--- src/rtl/fifo_push_arbiter.sv ---
// fifo_push_arbiter: round-robin owner of the FIFO push port with bounded bursts (option FIFO_ARB_PRIO0_EN)
module fifo_push_arbiter #(
    parameter int WIDTH     = 8,
    parameter int N_REQ     = 4,
    parameter int MAX_BURST = 4
) (
    input  logic                     clk,
    input  logic                     reset_n,
    input  logic [N_REQ-1:0]         req,
    input  logic [N_REQ*WIDTH-1:0]   wdata,
    input  logic                     ful,
    output logic [N_REQ-1:0]         gnt,
    output logic [N_REQ-1:0]         ack,
    output logic                     push,
    output logic [WIDTH-1:0]         w_data,
    output logic [$clog2(N_REQ)-1:0] owner
);
    localparam int OW = $clog2(N_REQ);
    typedef enum logic {IDLE, BURST} state_t;
    state_t state, state_nx;
    logic [N_REQ-1:0] gnt_nx, cand;
    logic [OW-1:0] owner_nx, last, last_nx, win;
    logic [7:0] burst_cnt, cnt_nx;
    logic found, rel_a, rel_b, rel, arb;
    // state, grant and burst bookkeeping registers
    always_ff @(posedge clk or negedge reset_n) begin
        if (!reset_n) begin
            state     <= IDLE;
            gnt       <= '0;
            owner     <= '0;
            last      <= OW'(N_REQ - 1);
            burst_cnt <= '0;
        end else begin
            state     <= state_nx;
            gnt       <= gnt_nx;
            owner     <= owner_nx;
            last      <= last_nx;
            burst_cnt <= cnt_nx;
        end
    end
    // release detection and round-robin search starting after the last owner
    always_comb begin
        rel_a = ~req[owner];
`ifdef FIFO_ARB_PRIO0_EN
        rel_b = push && burst_cnt == 8'(MAX_BURST - 1) && owner != '0;
`else
        rel_b = push && burst_cnt == 8'(MAX_BURST - 1);
`endif
        rel  = state == BURST && (rel_a || rel_b);
        arb  = state == IDLE || rel;
        cand = rel_b ? req & ~(N_REQ'(1) << owner) : req;
        found = 1'b0;
        win   = '0;
        for (int k = 1; k <= N_REQ; k++) begin
            if (!found && cand[(int'(last) + k) % N_REQ]) begin
                found = 1'b1;
                win   = OW'((int'(last) + k) % N_REQ);
            end
        end
`ifdef FIFO_ARB_PRIO0_EN
        if (cand[0]) begin
            found = 1'b1;
            win   = '0;
        end
`endif
        state_nx = arb ? (found ? BURST : IDLE) : state;
        gnt_nx   = arb ? (found ? N_REQ'(1) << win : '0) : gnt;
        owner_nx = arb && found ? win : owner;
        last_nx  = rel ? owner : last;
        cnt_nx   = rel ? '0 : push ? burst_cnt + 8'd1 : burst_cnt;
    end
    // push port driven straight from the registered owner
    always_comb begin
        push   = state == BURST && req[owner] && !ful;
        ack    = push ? N_REQ'(1) << owner : '0;
        w_data = push ? wdata[owner*WIDTH +: WIDTH] : '0;
    end
endmodule

--- config.mk ---
export PLATFORM = sky130hd
export DESIGN_NAME = fifo_push_arbiter
export DESIGN_NICKNAME = d
export VERILOG_FILES = /design/src/rtl/fifo_push_arbiter.sv
export SDC_FILE = /design/constraint.sdc
export NUM_CORES = 1
export LEC_CHECK = 0
export ABC_AREA = 1
export BUFFER_PORTS_ARGS = -buffer_cell sky130_fd_sc_hd__buf_2
export CAP_MARGIN = 20
export CORE_MARGIN = 10
export CORE_UTILIZATION = 49
export CTS_CLUSTER_DIAMETER = 150
export CTS_CLUSTER_SIZE = 25
export DETAILED_ROUTE_END_ITERATION = 12
export PLACE_DENSITY = 0.82
export SYNTH_ARGS = -nofsm -noshare
export SYNTH_HDL_FRONTEND = slang
export SYNTH_SLANG_ARGS = --single-unit
--- constraint.sdc ---
create_clock -name clk -period 2.2 [get_ports clk]
set_input_delay 0.11 -clock clk [delete_from_list [all_inputs] [get_ports clk]]
set_output_delay 0.11 -clock clk [all_outputs]
set_load 0.005 [all_outputs]
# --- Yosys cells after proc, flatten, opt, wreduce, memory -nomap -nowiden ---
# Index checks and enable logic that the tools add are counted.
totals:
  input_bits: 39
  reg_bits: 17
  output_inout_bits: 19
op_classes:
  shift: 3
  n_addsub: 5
  mux: 29
  n_bitwise: 8
  eq_ne: 1
  order_cmp: 5
  n_reduce_logical: 19
ops:
  columns: ["operator", "count"]
  rows:
  - ["indexed part select 32 x 6 -> 8 bit", 1]
  - ["two-way mux 8 bit", 3]
  - ["less-than comparator 3 x 4 -> 1 bit, second input constant", 4]
  - ["two-way mux 1 bit", 14]
  - ["two-way mux 4 bit", 3]
  - ["binary-select mux 1 bit (select 2 bit)", 5]
  - ["adder 8 x 1 -> 8 bit, second input constant", 1]
  - ["== test 8 x 2 -> 1 bit, second input constant", 1]
  - ["logical AND 1 bit", 8]
  - ["two-way mux 2 bit", 4]
  - ["OR reduction 2 bit", 4]
  - ["left shift 1 x 2 -> 4 bit, first input constant", 2]
  - ["adder 2 x 1 -> 2 bit, second input constant", 2]
  - ["adder 2 bit, second input constant", 2]
  - ["AND 1 bit, first input constant", 4]
  - ["AND 4 bit", 1]
  - ["zero test 1 bit", 4]
  - ["inverter 4 bit", 1]
  - ["less-than comparator 2 x 3 -> 1 bit, second input constant", 1]
  - ["logical OR 1 bit", 2]
  - ["inverter 1 bit", 2]
  - ["nonzero test 2 bit", 1]

# --- Depth between registers and ports, before layout ---
# Gate-level depths: netlist of run 1.
depth:
  depth_word: 21
  mapped_depth: 17

# --- Worst setup path after synthesis of run 1 ---
# OpenSTA, ideal clock, no wires.
synth_path:
  kind: "reg2reg"
  startpoint: "register burst_cnt[0]"
  endpoint: "register gnt[0]"
  path_stages_with_launch: 15
  period_less_slack_ns: 1.810
  arrival_ns: 1.692
  setup_slack_ns: 0.390
  setup_ns: 0.117
  t_required_ns: 2.083
  cell_sequence: "dfrtp_1 -> ha_1 -> nand3_1 -> nor2_4 -> nand4_2 -> nand3_2 -> nand3_2 -> nand2_4 -> nand2_2 -> nor2_4 -> nand2_2 -> nand2_4 -> inv_2 -> nand3_1 -> nand2_1"
synth_between:
  elab_chain_cells: 18
synth_rtl:
  columns: ["element", "line", "text"]
  rows:
  - ["start, declared", "23", "logic [7:0] burst_cnt, cnt_nx;"]
  - ["start signal, assigned", "38", "burst_cnt <= cnt_nx;"]
  - ["== test 8 x 2 -> 1 bit *", "47", "rel_b = push && burst_cnt == 8'(MAX_BURST - 1);"]
  - ["logical AND 1 bit *", "47", null]
  - ["two-way mux 4 bit", "51", "cand = rel_b ? req & ~(N_REQ'(1) << owner) : req;"]
  - ["binary-select mux 1 bit (select 2 bit)", "55", "if (!found && cand[(int'(last) + k) % N_REQ]) begin"]
  - ["two-way mux 1 bit (implied by the code) (2 in a row)", "55", null]
  - ["two-way mux 1 bit", "55", null]
  - ["zero test 1 bit", "55", null]
  - ["logical AND 1 bit", "55", null]
  - ["two-way mux 1 bit", "55", null]
  - ["zero test 1 bit", "55", null]
  - ["logical AND 1 bit", "55", null]
  - ["two-way mux 1 bit", "55", null]
  - ["zero test 1 bit", "55", null]
  - ["logical AND 1 bit", "55", null]
  - ["two-way mux 2 bit", "55", null]
  - ["left shift 1 x 2 -> 4 bit", "67", "gnt_nx = arb ? (found ? N_REQ'(1) << win : '0) : gnt;"]
  - ["two-way mux 4 bit", "67", null]
  - ["end signal, assigned", "35", "gnt <= gnt_nx;"]
  - ["end, declared", "12", "output logic [N_REQ-1:0] gnt,"]
# Every way passes the cells marked *; elsewhere a longest branch is shown, timed or not. The select of a mux whose other input is x is not followed.
# A chain may end at the register's enable or synchronous reset.

# --- Worst setup path after layout of run 1 ---
layout_path:
  startpoint: "register burst_cnt[6]"
  endpoint: "register gnt[0]"
# The elaborated chain is that of the path after synthesis.

==> impl_results.md, run 1 <==
* Via count at between 1.5k and 2k
* Setup violations, final at 0
* Status: completed
* Routed Antenna Nets at 0
* Seq. cell area at approximately 430 um2
* CTS tree: yes
* CTS clk-pin slew, worst paths at 100 ps
* Clock Power Share at 0.070
* Clk buf depth at 2
* Switch Pwr at 0.00130 W
* Tmin final at between 2000 and 2500 ps
* Critical-path cell list: nor2_2 > nand2_1 > nor2_4 > nand4_2 > nand3_1 > nand3_1 > nand2_2 > nand2_2 > nor2_4 > nand2_2 > nand2_4 > inv_2 > nand3_1 > nand2_1
* CTS root buf: clkbuf_4
* Worst path max stage delay at approximately 440 ps
* DRC violations left at 0
* Via density at around 5.3
* Starting Density at 0.522
* Switching Fraction at 0.534
* Fmax at 0.493 GHz
* Count of flip-flops with a built-in enable after synthesis at 0
* Worst EP arrival at 2230 ps
* Layout cells sized above 1 at 0.414
* Max VDD drop at roughly 0.83 mV
* Synth area leader: dfrtp_1
* CP max-delay cell: dfrtp_1
* Antenna cell count at 0
* Num Clock Sinks at 17
* Max Slew Vio Count at 0
* WL/cell at 13.9 um
* Top post-synthesis cells by area: dfrtp_1 25%, nand2_1 15%, nand3_1 7.1%
* Largest net degree at the start of global routing at 18
* Reg2Reg Depth at 14
* LEAKAGE at approximately 1.1 nW
* CP Depth at 14
* Reg power frac at 0.225
* Initial antenna violation count at 0
* Syn-to-layout area delta at 28.9%
* CP endpoint kind: register
* GRT Overall Usage at 0.151
* DIE AREA at around 5600 um2
* Commonest cells post-synth: 61 x nand2_1, 21 x nand3_1, 15 x dfrtp_1, 15 x nor2_1, 12 x inv_1
* Primary FF master, synth: dfrtp_1
* Layout Nets at approximately 320
* IO Port Bufs at 57
* Final cycle utilization of the critical path at 0.923
* Fin util at 0.673
* Worst hold path type: input pin to asynchronous set/reset pin
* Number of global-route vias before repair at 1584
* Row count at 19
* Ys Warns at 0
* Max Cap Viol at 0
* H-tree depth at 1
* Setup Crit Path Kind: register to register
* Sequential area share after synthesis at 0.290
* Fin Setup TNS at 0 ps
* Multi-input gate area at between 900 and 1000 um2
* Initial DRT Pass Iterations at 4
* Core Region at 2830 um2
* WL final at between 4000 and 5000 um
* Gr ovfl total at 0
* Most frequent cell after synthesis: nand2_1
* Post-Syn Area at roughly 1500 um2
* Num CTS Buffers at 3
* Worst slew pin tran at 408 ps
* Final setup skew at between 0.4 and 0.5 ps
* Worst skew pair latency at 300 ps
* Gate power share at 0.705
* Power per cell area at around 1300 nW/um2
* Bufs and invs on worst path at 1
* Die W at ~75 um
* RSZ-0062 raised after global routing: no
* Flops & latches, synth at 17
* Filler cells at 237
* Largest fanout on the critical path at 5
* Cell-internal power at roughly 0.0011 W
* Synth unique cells at 30
* Asr flop ratio synth at 1.00
* Post-DP HPWL at ~3500 um
* Startpoint Class: register
* Iter 0 DRT Violations at between 100 and 150
* CP delay by family, top: simple AND/OR/NAND/NOR gates
* Die Y at around 75 um
* First-pass GRT wire length at around 7000 um
* Final Hold Viols at 0
* Syn Inst Count at ~210
* Syn nets at between 200 and 300
* Mean Syn Cell Area at roughly 7.0 um2
* Required @ worst endpoint at around 2400 ps
* Slew headroom at 0.726
* Synth top area share at 0.254
* Global placement routability congestion at about 0.85
* Ports at 58
==> kinds of logic after synthesis <==
| family | after synthesis | share of synthesized area |
|---|---|---|
| compound gates | 30 | 0.122 |
| buf+inv | 24 | 0.0745 |
| xor+xnor | 2 | 0.0169 |
| simple gates | 137 | 0.489 |
| fa+ha+maj | 1 | 0.00847 |
| flops | 17 | 0.290 |
==> routing by layer <==
layer / GRT usage / vias up / share of wire
met5: 0 / - / 0
li1: - / 851 / -
met2: 0.264 / 53 / 0.45
met1: 0.178 / 735 / 0.45
met3: 0.0315 / 4 / 0.093
met4: 0.0525 / 0 / 0.0095
==> layout by cell type, fill, tap and decap left out, types with 2 or more instances in the layout <==
cell type / instances
dfstp_2: 2
nand3_2: 6
nand4_2: 4
nor3_1: 7
and3_1: 2
nand2_2: 9
nand3_1: 20
nor2_2: 4
nand2_1: 61
a21oi_1: 8
buf_4: 11
a31oi_1: 8
clkbuf_4: 3
nand2_4: 4
o21ai_1: 2
nand4_1: 2
o21ai_0: 4
inv_2: 7
buf_2: 57
nor2_1: 14
inv_1: 12
dfrtp_1: 13
nor2_4: 3
a22oi_1: 8
dfrtp_2: 2
==> cell type report <==
type | count | area share
clock buffers | 3 | 0.0118
clock inverters | 1 | 0.00263
inverters | 20 | 0.0434
multi-input cells | 170 | 0.497
flip-flops and latches | 17 | 0.226
well taps | 31 | 0.0204
repair buffers | 69 | 0.198
==> per-stage QoR <==
step	total power (W)	area [um2]	hold slack [ps]	worst slack, ps	instances
4_1_cts	0.00242	1870	250	99.4	308
6_report	0.00244	1900	244	170	311
5_1_grt	0.00268	1900	252	9.86	311
2_1_floorplan	0.00178	1480	-186	390	211
3_5_place_dp	0.00224	1830	45.4	135	303
3_3_place_gp	0.00224	1830	41.3	179	303
==> state kept, by name, summed over array words and instances, names as in the netlist <==
name / flops
owner: 2
burst_cnt: 8
gnt: 4
last: 2
state: 1
==> path summary, 6_finish.rpt <==
kind	startpoint	to	slack, ps
max in group asynchronous	reset_n	last[0]	1650
max reg2reg	burst_cnt[6]	gnt[0]	170
min reg2reg	gnt[2]	gnt[2]	480
max	burst_cnt[6]	gnt[0]	170
min	reset_n	gnt[2]	240
min in group clk	ful	burst_cnt[1]	340
==> repair_timing <==
action	in CTS	in global routing
setup endpoints to repair	0	7
buffers inserted	0	3
resized for setup	0	4
hold buffers	1	0
endpoints found under the hold margin	15	0
==> power groups by stage <==
stage | clock [W] | sequential (W) | combinational (W)
2_1_floorplan | 0 | 0.000467 | 0.00131
3_3_place_gp | 0 | 0.000551 | 0.00169
3_5_place_dp | 0 | 0.000551 | 0.00169
4_1_cts | 0.000174 | 0.000546 | 0.00170
5_1_grt | 0.000191 | 0.000567 | 0.00192
6_report | 0.000172 | 0.000548 | 0.00172
==> worst register-to-register path, cell delays in order, from the launching register on <==
cell     delay, ps
dfrtp_1        440
nor2_2         110
nand2_1        110
nor2_4         210
nand4_2        140
nand3_1        130
nand3_1        100
nand2_2        120
nand2_2         80
nor2_4         110
nand2_2         90
nand2_4         80
inv_2           50
nand3_1         80
nand2_1         60
No activity file was read; power rests on OpenSTA's default activity.
==> inputs of run 2 (changes only) <==
ABC_AREA = 0   (was 1)
CORE_UTILIZATION = 47   (was 49)
clock period = 1.95 ns   (was 2.2 ns; I/O delays follow)
==> impl_results.md, run 2 <==
* Hold WS at about 210 ps
* Worst EP arrival at ~2300 ps
* Gate power share at 0.659
* Sequential area share after synthesis at 0.335
* Mux contribution to synthesized area at 0.167
* Largest fanout on the critical path at 5
* Max reg flops at 8
* Worst skew pair latency at roughly 300 ps
* Top post-synthesis cells by area: dfrtp_1 29%, mux4_2 16%, o31ai_2 4.9%
* DRC violations left at 0
* Post-Synth Adder-Cell Area at 0.00980
* Clk buf depth at 2
* Design Area, Final at ~2000 um2
* Asr flop ratio synth at 1.00
* Hold endpoint: state
* Cell-internal power at 0.00125 W
* FF-to-FF End: gnt[1]
* Num Clock Sinks at 17
* Final Hold Viols at 0
* Gr ovfl total at 0
* Post-DP HPWL at between 3000 and 4000 um
* RSZ-0062 raised after global routing: yes
* Max VDD drop at approximately 1.1 mV
* Most common cell after layout, fill and taps aside: buf_2
* WL/cell at about 18 um
* Iter 0 DRT Violations at between 50 and 60
* Max Cap Viol at 0
* Post-Syn Area at between 1000 and 1500 um2
* Final setup margin at -142 ps
* DIE AREA at 5200 um2
* Initial antenna violation count at 0
* Num CTS Buffers at 3
* CTS clk-pin slew, worst paths at about 100 ps
* Final cycle utilization of the critical path at 1.07
* IO Port Bufs at 57
* Worst hold path type: input pin to register
* WL final at 4340 um
* Setup Crit Path Kind: register to register
* Final setup skew at about 6.7 ps
* Synth unique cells at 40
* Reg2Reg Depth at 6
* Synth area leader: dfrtp_1
* Via count at roughly 1.4k
* Tmin final at approximately 2100 ps
* Ports at between 50 and 60
* Simple-gate share of the synthesized area at 0.230
* Synth Area in XOR/XNOR at 0.0480
* GRT Overall Usage at 0.161
* Slew headroom at 0.738
* Final Power at 0.00213 W
* Status: finished with violations
* Fmax at around 0.48 GHz
* Row count at 18
* LEAKAGE at slightly above 0.9 nW
* Required @ worst endpoint at between 2000 and 2500 ps
* Failing checks: negative setup slack
* Most frequent cells in the layout: 57 x buf_2, 26 x buf_4, 15 x nand2_1
* Commonest cells post-synth: 15 x dfrtp_1, 15 x nand2_1, 11 x nor2_1, 9 x and2_1, 9 x mux4_2
* CTS tree: yes
* Reg power frac at 0.251
* Ys Warns at 0
* Max Slew Vio Count at 0
* Count of flip-flops with a built-in enable after synthesis at 0
* Clock Power Share at 0.090
* Layout Nets at 250
* Die Y at slightly above 70 um
* Mean Syn Cell Area at about 10 um2
* Reg-to-reg critical path startpoint: owner[0]
* Hold Path Cell Cnt at 4
* Largest register by flop count: burst_cnt
* Syn Inst Count at 124
* Layout cells sized above 1 at 0.593
* Antenna cell count at 0
* Initial DRT Pass Iterations at 4
* Hold_sp: req[2]
* Largest registers: burst_cnt (8), gnt (4)
* Flop2flop setup slack at -140 ps
* Largest family of logic cells by synthesized area: simple AND/OR/NAND/NOR gates
* Primary FF master, synth: dfrtp_1
* Flops & latches, synth at 17
* Synth top area share at 0.294
* Worst slew pin tran at around 400 ps
* Starting Density at 0.501
* Post-synthesis compound-gate area fraction at 0.176
* Number of global-route vias before repair at between 1k and 1.5k
* Routed Antenna Nets at 0
* Switch Pwr at 0.000886 W
* Via density at slightly below 6
* Global placement routability congestion at ~0.96
* Switching Fraction at 0.416
* Core Region at 2540 um2
* Placed Area at roughly 1700 um2
* Setup violations, final at 18
* Largest net degree at the start of global routing at 18
* First-pass GRT wire length at a little under 7000 um
* Syn-to-layout area delta at 52.9%
* Syn nets at approximately 160
* Pre-CTS setup slack at -171 ps
* CTS root buf: clkbuf_4
* H-tree depth at 1
* Startpoint Class: register
* Power per cell area at 1090 nW/um2
* Die W at between 70 and 80 um
* CP endpoint kind: register
run 2: final cells by class:
type	count	area [um2]
fillers	153	593
flip-flops and latches	17	429
inverters	5	21.3
multi-input cells	97	916
repair buffers	86	522
clock buffers	4	26.3
well taps	30	37.5
run 2: how the worst max path moves through the flow:
stage               slack (ps)          from       end
finish                    -140      owner[0]    gnt[1]
global route              -270  burst_cnt[3]    gnt[1]
CTS                       -140      owner[0]    gnt[1]
detailed placement        -170      owner[0]    gnt[1]
global placement           -90  burst_cnt[4]    gnt[0]
floorplan                  -70      owner[0]  owner[1]
run 2: cell families after synthesis:
kind of cell               Yosys count
and+or+nand+nor                     54
muxes                               10
adders and majority gates            1
xor gates and xnor gates             7
buffers and inverters               10
DFF                                 17
AOI/OAI and AO/OA                   25
run 2: power by group through the flow:
| stage | Sequential, W | Clock (W) | Combinational, W |
|---|---|---|---|
| finish | 0.000535 | 0.000192 | 0.00141 |
| CTS | 0.000532 | 0.000194 | 0.00138 |
| global placement | 0.000528 | 0 | 0.00123 |
| detailed placement | 0.000538 | 0 | 0.00126 |
| global route | 0.000552 | 0.000212 | 0.00153 |
| floorplan | 0.000538 | 0 | 0.000788 |
run 2: repair_timing:
item | 4_1_cts | 5_1_grt
pin swaps | 11 | 5
hold endpoints to repair | 15 | 0
buffers inserted | 5 | 5
hold buffers | 1 | 0
gates resized for setup | 12 | 6
setup endpoints to repair | 16 | 25
run 2: stage by stage:
| step | cells | TNS, ps | utilization |
|---|---|---|---|
| floorplan | 124 | -337 | - |
| global placement | 224 | -323 | 0.682 |
| detailed placement | 224 | -785 | 0.682 |
| CTS | 234 | -1520 | 0.741 |
| global route | 239 | -3660 | 0.767 |
| finish | 239 | -1420 | 0.767 |
run 2: layer usage:
layer / GRT usage / vias up / share of wire
li1: - / 632 / -
met4: 0.0430 / 0 / 0.015
met3: 0.0517 / 7 / 0.11
met5: 0 / - / 0
met2: 0.272 / 90 / 0.46
met1: 0.190 / 674 / 0.42
run 2: critical path, stage by stage, from the launching register on:
cell,delay [ps]
dfrtp_2,390
mux4_2,550
nand4_4,110
o31a_1,210
and2b_2,300
a2bb2oi_4,190
o31ai_2,240
